### src/rtl/dot_acc.sv
// dot_acc: sums DIM consecutive products into one result-matrix element and
// presents each element on a valid/ready output tagged with its row/column,
// walking a DIM x DIM matrix in row-major order.
module dot_acc #(
    parameter int unsigned DIM = 3,
    parameter int unsigned PW  = 16,
    parameter int unsigned AW  = 20
) (
    input  logic          clk,
    input  logic          reset,
    input  logic          clr,
    input  logic          in_valid,
    input  logic [PW-1:0] in_data,
    output logic          in_ready,
    output logic          out_valid,
    output logic [AW-1:0] out_data,
    output logic [3:0]    out_row,
    output logic [3:0]    out_col,
    output logic          out_last,
    input  logic          out_ready
);

    localparam int unsigned IW = 4;
    localparam logic [IW-1:0] IDX_MAX = IW'(DIM - 1);

    logic [AW-1:0] acc_q, acc_d;
    logic [IW-1:0] k_q, k_d;
    logic [IW-1:0] row_q, row_d;
    logic [IW-1:0] col_q, col_d;
    logic [AW-1:0] out_data_q, out_data_d;
    logic [IW-1:0] out_row_q, out_row_d;
    logic [IW-1:0] out_col_q, out_col_d;
    logic          out_last_q, out_last_d;
    logic          out_valid_q, out_valid_d;

    logic          last_term;
    logic          accept;
    logic [AW-1:0] sum;

    // Final term may only be taken once the previous element has a home.
    assign last_term = (k_q == IDX_MAX);
    assign in_ready  = !(last_term && out_valid_q && !out_ready);
    assign accept    = in_valid && in_ready;
    assign sum       = acc_q + AW'(in_data);

    assign out_valid = out_valid_q;
    assign out_data  = out_data_q;
    assign out_row   = out_row_q;
    assign out_col   = out_col_q;
    assign out_last  = out_last_q;

    // Next-state: accumulate, emit element, drain, and clear (clear wins).
    always_comb begin
        acc_d       = acc_q;
        k_d         = k_q;
        row_d       = row_q;
        col_d       = col_q;
        out_data_d  = out_data_q;
        out_row_d   = out_row_q;
        out_col_d   = out_col_q;
        out_last_d  = out_last_q;
        out_valid_d = out_valid_q;

        if (out_valid_q && out_ready) begin
            out_valid_d = 1'b0;
        end

        if (accept) begin
            if (!last_term) begin
                acc_d = sum;
                k_d   = k_q + IW'(1);
            end else begin
                out_data_d  = sum;
                out_row_d   = row_q;
                out_col_d   = col_q;
                out_last_d  = (row_q == IDX_MAX) && (col_q == IDX_MAX);
                out_valid_d = 1'b1;
                acc_d       = '0;
                k_d         = '0;
                if (col_q == IDX_MAX) begin
                    col_d = '0;
                    row_d = (row_q == IDX_MAX) ? '0 : row_q + IW'(1);
                end else begin
                    col_d = col_q + IW'(1);
                end
            end
        end

        if (clr) begin
            acc_d       = '0;
            k_d         = '0;
            row_d       = '0;
            col_d       = '0;
            out_valid_d = 1'b0;
        end
    end

    // State registers with asynchronous active-low reset.
    always_ff @(posedge clk or negedge reset) begin
        if (!reset) begin
            acc_q       <= '0;
            k_q         <= '0;
            row_q       <= '0;
            col_q       <= '0;
            out_data_q  <= '0;
            out_row_q   <= '0;
            out_col_q   <= '0;
            out_last_q  <= 1'b0;
            out_valid_q <= 1'b0;
        end else begin
            acc_q       <= acc_d;
            k_q         <= k_d;
            row_q       <= row_d;
            col_q       <= col_d;
            out_data_q  <= out_data_d;
            out_row_q   <= out_row_d;
            out_col_q   <= out_col_d;
            out_last_q  <= out_last_d;
            out_valid_q <= out_valid_d;
        end
    end

endmodule
### config.mk
export PLATFORM = sky130hd
export DESIGN_NAME = dot_acc
export DESIGN_NICKNAME = d
export VERILOG_FILES = /design/src/rtl/dot_acc.sv
export SDC_FILE = /design/constraint.sdc
export NUM_CORES = 1
export LEC_CHECK = 0
export BUFFER_PORTS_ARGS = -buffer_cell sky130_fd_sc_hd__buf_4
export CORE_ASPECT_RATIO = 1.1
export CORE_MARGIN = 4
export CORE_UTILIZATION = 57
export DETAILED_ROUTE_END_ITERATION = 12
export HOLD_SLACK_MARGIN = 0.02
export PLACE_DENSITY_LB_ADDON = 0.05
export SETUP_SLACK_MARGIN = 0.2
export SLEW_MARGIN = 15
export SYNTH_ARGS = -nofsm -noshare
export SYNTH_HDL_FRONTEND = slang
export SYNTH_SLANG_ARGS = --single-unit
### constraint.sdc
create_clock -name clk -period 2.4 [get_ports clk]
set_input_delay 0.36 -clock clk [delete_from_list [all_inputs] [get_ports clk]]
set_output_delay 0.36 -clock clk [all_outputs]
set_load 0.005 [all_outputs]
==> metrics.md, run 1 <==
| Metric | Value |
|---|---|
| Fin crit period | 2.25 ns |
| Fillers | 416 |
| Port buffer count | 51 |
| H-tree levels | 3 |
| Synth area leaders | dfrtp_1, ha_1, nand2_1 |
| Met2 wire length | 4050 microns |
| Post-route ant nets | 0 |
| Largest net degree at the start of global routing | 63 |
| CTS Buf Count | 9 |
| Seq/Total Area, Yosys | 0.448 |
| RSZ-0062 raised after global routing | yes |
| Cells after DPL | 497 |
| First-pass GRT wire length | 13600 microns |
| Die W | 82.4 microns |
| DIE HEIGHT | 89.8 microns |
| Ys async rst share | 1.00 |
| Post-Synthesis Net Count | 405 |
| Clk pin slew, worst setup/hold paths | 0.07 ns |
| CTS tree | built |
| Most frequent cells in the layout | buf_4, dfrtp_1, nand2_1 |
| Highest Signal Layer | met4 |
| Syn avg cell area | 9.60 sq um |
| Crit-path max FO | 4 |
| GRT Total Usage | 0.236 |
| Largest family of logic cells by synthesized area | simple AND/OR/NAND/NOR gates |
| Synth warn | 0 |
| WL met1 | 3610 microns |
| Pwr dens | 782 nW/um^2 |
| Post-synthesis mux area share | 0.0296 |
| Worst setup path startpoint | acc_q[0]$_DFFE_PN0P_ |
| Post-synth EDFFs | 0 |
| Initial Util | 0.593 |
| CTS Hold Bufs | 0 |
| CP required | 2.65 ns |
| # rows | 29 |
| Total number of vias | 3012 |
| Initial antenna violation count | 0 |
| Worst R2R Start | acc_q[0]$_DFFE_PN0P_ |
| WP data arrival | 2.50 ns |
| Worst reg2reg path endpoint | acc_q[16]$_DFFE_PN0P_ |
| Routed wire length per instance | 15.8 microns |
| Most common cell after layout, fill and taps aside | buf_4 |
| NumNets Final | 484 |
| Area delta synth->final | 29.6% |
| Clk sinks | 62 |
| Worst-Margin Slew | 0.797 ns |
| LEAKAGE | 2.15 nW |
| Compound-Gate Fraction of Synth Area | 0.186 |
| GP Congestion | 0.904 |
| Worst slew margin | 0.468 |
| Setup crit end | acc_q[16]$_DFFE_PN0P_ |
| Share of layout cells above drive strength 1 | 0.326 |
| Post-synthesis cell area | 3470 sq um |
| Total global routing overflow | 0 |
| Fin Setup TNS | 0 ns |
| Worst VDD drop | 0.533 mV |
| Die area | 7390 sq um |
| Clock tree buffer depth | 2 |
| Area leader, netlist | dfrtp_1 |
| Endpoints failing setup | 0 |
| Routed vias/inst | 5.77 |
| DR iter-0 viols | 96 |
| Fin crit share | 0.937 |
| Clk Latency, worst-skew pair | 0.34 ns |
| Dpl hpwl | 5810 microns |
| Min-Delay Path Class | input port to async pin |
| Max cap viols | 0 |
| Core Region | 5840 sq um |
| I/O pins | 52 |
| Status | finished clean |
| Crit path launch type | flop |
| Clock Skew | 0.00912 ns |
| Worst R2R Path Depth | 9 |
| # diodes | 0 |
| Max Slew Vio Count | 0 |
| WL met3 | 378 microns |
| Root Buffer | clkbuf_8 |
| Initial DRT Pass Iterations | 5 |
| F_max | 445 MHz |
| Unique cell type count in the Yosys netlist | 52 |
| Yosys reg bits | 62 |
| Setup crit end kind | flop |
| Final non-filler cell total | 522 |
| Vias in the first global route | 2954 |
| Drc violations | 0 |
| Final Hold Vio Count | 0 |
| Reg-to-reg slack, setup | 0.15 ns |
| Synth top area share | 0.448 |
| Adder-cell share of the synthesized area | 0.0852 |
| Top_reg_cell synth | dfrtp_1 |
| XOR/XNOR Fraction of Synth Area | 0.0329 |
| Fin util | 0.769 |
| Routed Wire Length | 8250 microns |
| Fraction of the mapped netlist area in simple logic gates | 0.190 |
| Post-Syn Instances | 361 |
| Crit path kind | flop to flop |
[critical path, cell delays in order, from the launching register on]
cell and delay, ns:
dfrtp_1 0.37, ha_2 0.20, inv_2 0.04, fa_2 0.37, nor2b_4 0.16, o2111ai_4 0.17, a21oi_2 0.29, o2111ai_2 0.18
a211o_1 0.32, o21ai_0 0.07
[logic make-up after synthesis]
logic type,after synthesis
AO/OA/AOI/OAI,94
AND/OR/NAND/NOR,137
adder cells (fa/ha/maj),23
flip-flops,62
buffers and inverters,23
multiplexers,9
XOR/XNOR,13
[per-layer routing]
layer | vias to the layer above | track usage
met2 | 72 | 0.364
li1 | 1459 | -
met3 | 19 | 0.0550
met5 | - | 0
met1 | 1462 | 0.311
met4 | 0 | 0.104
[layout make-up]
type	count	area, sq um	share of cell area
well taps	77	96.3	0.0214
flip-flops and latches	62	1550	0.345
multi-input cells	276	2000	0.445
clock buffers	11	131	0.0292
repair buffers	84	638	0.142
inverters	7	26.3	0.00585
clock inverters	5	50.0	0.0111
[state kept, by name, summed over array words and instances, names as in the netlist]
signal	count
acc_q	20
out_data	20
col_q	4
k_q	4
out_col	4
out_row	4
row_q	4
out_last	1
out_valid	1
[report_power, final]
part           switching (mW)  leakage, nW  internal (mW)
combinational           0.558         1.23          0.654
clock                   0.403       0.0968          0.473
sequential              0.152        0.821           1.28
total                    1.11         2.15           2.40
[cells in the mapped netlist, types with 3 or more instances]
master,n
clkbuf_1,8
or2_2,3
dfrtp_1,62
mux2_2,6
nor2_1,22
nand2_1,55
a21oi_1,22
xnor2_1,11
nor3_1,7
ha_1,22
a31oi_1,6
nor2b_1,4
nand3_1,13
o21a_1,5
inv_1,7
buf_2,7
o2111ai_1,6
o21ai_0,20
nor3b_1,3
a21o_1,3
o211ai_1,3
a22o_1,9
nand4_1,4
or3_1,5
nand2b_1,3
and3_1,7
and2_1,5
[how the worst min path moves through the flow]
stage / to / slack [ns] / cells after the start
3_3_place_gp: out_last$_DFFE_PN0P_ / 0.45 / 2
4_1_cts: out_data[3]$_DFFE_PN0P_ / 0.13 / 1
5_1_grt: out_row[3]$_DFFE_PN0P_ / 0.15 / 1
3_5_place_dp: out_col[3]$_DFFE_PN0P_ / 0.46 / 2
2_1_floorplan: acc_q[0]$_DFFE_PN0P_ / 0.06 / 0
6_report: out_row[3]$_DFFE_PN0P_ / 0.08 / 1
[per-stage QoR]
| step | hold WS [ns] | instance area (sq um) | worst slack, ns | total power [mW] |
|---|---|---|---|---|
| floorplan | 0.0644 | 3470 | 0.252 | 2.02 |
| global placement | 0.450 | 4050 | -0.0266 | 2.51 |
| detailed placement | 0.464 | 4050 | -0.0775 | 2.54 |
| CTS | 0.126 | 4340 | 0.160 | 3.45 |
| global route | 0.155 | 4490 | 0.0490 | 3.77 |
| finish | 0.0836 | 4490 | 0.152 | 3.51 |
[repair_timing]
item / in CTS / in global routing
hold endpoints to repair: 0 / 0
setup endpoints to repair: 24 / 22
pin swaps: 8 / 9
gates resized for setup: 14 / 24
setup buffers: 7 / 2
(Power assumes the default switching activity.)
==> run 2, diff against run 1 <==
Settings changed: CORE_UTILIZATION 57 to 59, CTS_BUF_LIST set to sky130_fd_sc_hd__clkbuf_4.
==> run 2 against run 1 <==
Net effect: via count shrank 0.76%; sequential power is essentially flat; die area shrank 3.1%; wire length grew 3.1%.
==> metrics.md, run 2 (same netlist as run 1, synthesis figures left out) <==
| Metric | Value |
|---|---|
| Status | finished clean |
| Total number of vias | 2989 (-0.76%) |
| Initial DRT Pass Iterations | 4 (-1) |
| Crit-path max FO | 4 (unchanged) |
| # rows | 29 (unchanged) |
| Pwr dens | 786 nW/um^2 (+0.50%) |
| Clk Latency, worst-skew pair | 0.42 ns (+0.08 ns) |
| GRT Total Usage | 0.251 (+0.0147) |
| Final Hold Vio Count | 0 (unchanged) |
| GP Congestion | 0.907 (+0.38%) |
| Routed Wire Length | 8500 microns (+3.1%) |
| NumNets Final | 474 (-2.1%) |
| H-tree levels | 3 (unchanged) |
| P_sw | 1.11 mW (-0.16%) |
| Core Region | 5730 sq um (-1.9%) |
| Clock Skew | 0.00988 ns (+0.000766 ns) |
| CTS Buf Count | 9 (unchanged) |
| Post-place instance area | 4010 sq um (-1.1%) |
| Drc violations | 0 (unchanged) |
| Routed vias/inst | 5.84 (+1.2%) |
| Max Slew Vio Count | 0 (unchanged) |
| Fin crit period | 2.20 ns (-0.0526 ns) |
| CTS tree | built |
| Most frequent cells in the layout | buf_4, dfrtp_1, nand2_1 |
| Worst slew margin | 0.478 (+0.00999) |
| LEAKAGE | 2.08 nW (-3.2%) |
| Most common cell after layout, fill and taps aside | buf_4 |
| Crit-path slowest cell | dfrtp_1 |
| Total Power | 3.45 mW (-1.8%) |
| Worst-Margin Slew | 0.782 ns (-0.0150 ns) |
| CP required | 2.71 ns (+0.06 ns) |
| Port buffer count | 51 (unchanged) |
| Largest net degree at the start of global routing | 63 (unchanged) |
| Endpoints failing setup | 0 (unchanged) |
| First-pass GRT wire length | 13600 microns (-0.25%) |
| Dpl hpwl | 5540 microns (-4.6%) |
| Initial Util | 0.605 (+0.0113) |
| Fin util | 0.766 (-0.00308) |
| Die area | 7170 sq um (-3.1%) |
| Clk sinks | 62 (unchanged) |
| Area delta synth->final | 26.7% |
| Reg power frac | 0.411 (+0.005) |
| Clk pin slew, worst setup/hold paths | 0.11 ns (+0.04 ns) |
| Vias in the first global route | 2911 (-1.5%) |
| Fin crit share | 0.915 (-0.0219) |
| Crit path kind | flop to flop |
| Routed wire length per instance | 16.6 microns (+5.1%) |
| Crit path launch type | flop |
| Post-Layout Inst Area | 4390 sq um (-2.3%) |
| Highest cell delay on the worst timing path | 0.40 ns (+0.03 ns) |
| Cell internal pwr | 2.34 mW (-2.5%) |
| Max cap viols | 0 (unchanged) |
| Post-route ant nets | 0 (unchanged) |
| DR iter-0 viols | 151 (+57%) |
| Worst-path cell chain | ha_2 -> inv_2 -> fa_2 -> nor2b_4 -> o2111ai_4 -> a21boi_2 -> o21a_1 -> or3_4 -> a32o_1 |
| Fraction of power spent switching nets | 0.322 (+0.00517) |
| Clock tree buffer depth | 2 (unchanged) |
| I/O pins | 52 (unchanged) |
| Root Buffer | clkbuf_4 |
| CP delay by family, top | compound AO/OA/AOI/OAI gates |
| F_max | 455 MHz (+2.4%) |
| # diodes | 0 (unchanged) |
| Worst VDD drop | 0.562 mV (+5.4%) |
| Total global routing overflow | 0 (unchanged) |
| Die W | 81.1 microns (-1.5%) |
| CTS Hold Bufs | 0 (unchanged) |
| Logic pwr share | 0.353 (+0.008) |
| Setup crit end kind | flop |
| Initial antenna violation count | 0 (unchanged) |
| Min-Delay Path Class | input port to async pin |
| RSZ-0062 raised after global routing | yes |
| WP data arrival | 2.51 ns (about the same) |
| Clock share of power | 0.236 (-0.013) |
| Worst Path Buf+Inv | 1 (unchanged) |
| DIE HEIGHT | 88.4 microns (-1.6%) |
| Share of layout cells above drive strength 1 | 0.297 (-0.0293) |
[run 2: per-stage QoR]
| step | TNS, ns | hold slack [ns] | setup slack [ns] | instances |
|---|---|---|---|---|
| 2_1_floorplan | 0 | 0.0644 | 0.252 | 361 |
| 3_3_place_gp | -0.0687 | 0.451 | -0.0314 | 491 |
| 3_5_place_dp | -0.152 | 0.464 | -0.0741 | 491 |
| 4_1_cts | 0 | 0.0206 | 0.185 | 510 |
| 5_1_grt | 0 | 0.0487 | 0.0759 | 512 |
| 6_report | 0 | 0.00688 | 0.204 | 512 |
[run 2: worst paths after layout]
kind / start / to / slack [ns] / cells after the start
max in group asynchronous: reset / k_q[1]$_DFFE_PN0P_ / 1.87 / 1
min reg2reg: out_col[2]$_DFFE_PN0P_ / out_col[2]$_DFFE_PN0P_ / 0.48 / 2
min in group clk: clr / out_valid$_DFF_PN0_ / 0.22 / 2
min: reset / out_row[3]$_DFFE_PN0P_ / 0.007 / 1
max reg2reg: acc_q[0]$_DFFE_PN0P_ / acc_q[8]$_DFFE_PN0P_ / 0.20 / 9
max: acc_q[0]$_DFFE_PN0P_ / acc_q[8]$_DFFE_PN0P_ / 0.20 / 9
[run 2: what timing repair did]
item	CTS	global route
gates resized for setup	14	24
setup buffers	3	2
pin swaps	5	15
setup endpoints to repair	18	23
[run 2: final cells by class]
cell class | count | area, sq um
Timing Repair Buffer | 74 | 559
Fill cell | 425 | 1340
Tap cell | 77 | 96.3
Clock buffer | 10 | 75.1
Sequential cell | 62 | 1550
Clock inverter | 6 | 76.3
Multi-Input combinational cell | 276 | 2010
Inverter | 7 | 26.3
[run 2: power by group through the flow]
stage	Sequential [mW]	Clock, mW	Combinational, mW
4_1_cts	1.42	0.834	1.14
3_5_place_dp	1.44	0	1.10
2_1_floorplan	1.43	0	0.591
6_report	1.42	0.814	1.22
3_3_place_gp	1.43	0	1.07
5_1_grt	1.45	0.881	1.35
[run 2: routing by layer]
layer / vias up / track usage / part of all wire
li1: 1441 / - / -
met1: 1436 / 0.313 / 0.42
met2: 93 / 0.426 / 0.50
met4: 0 / 0.0829 / 0.020
met5: - / 0 / 0
met3: 19 / 0.0631 / 0.055
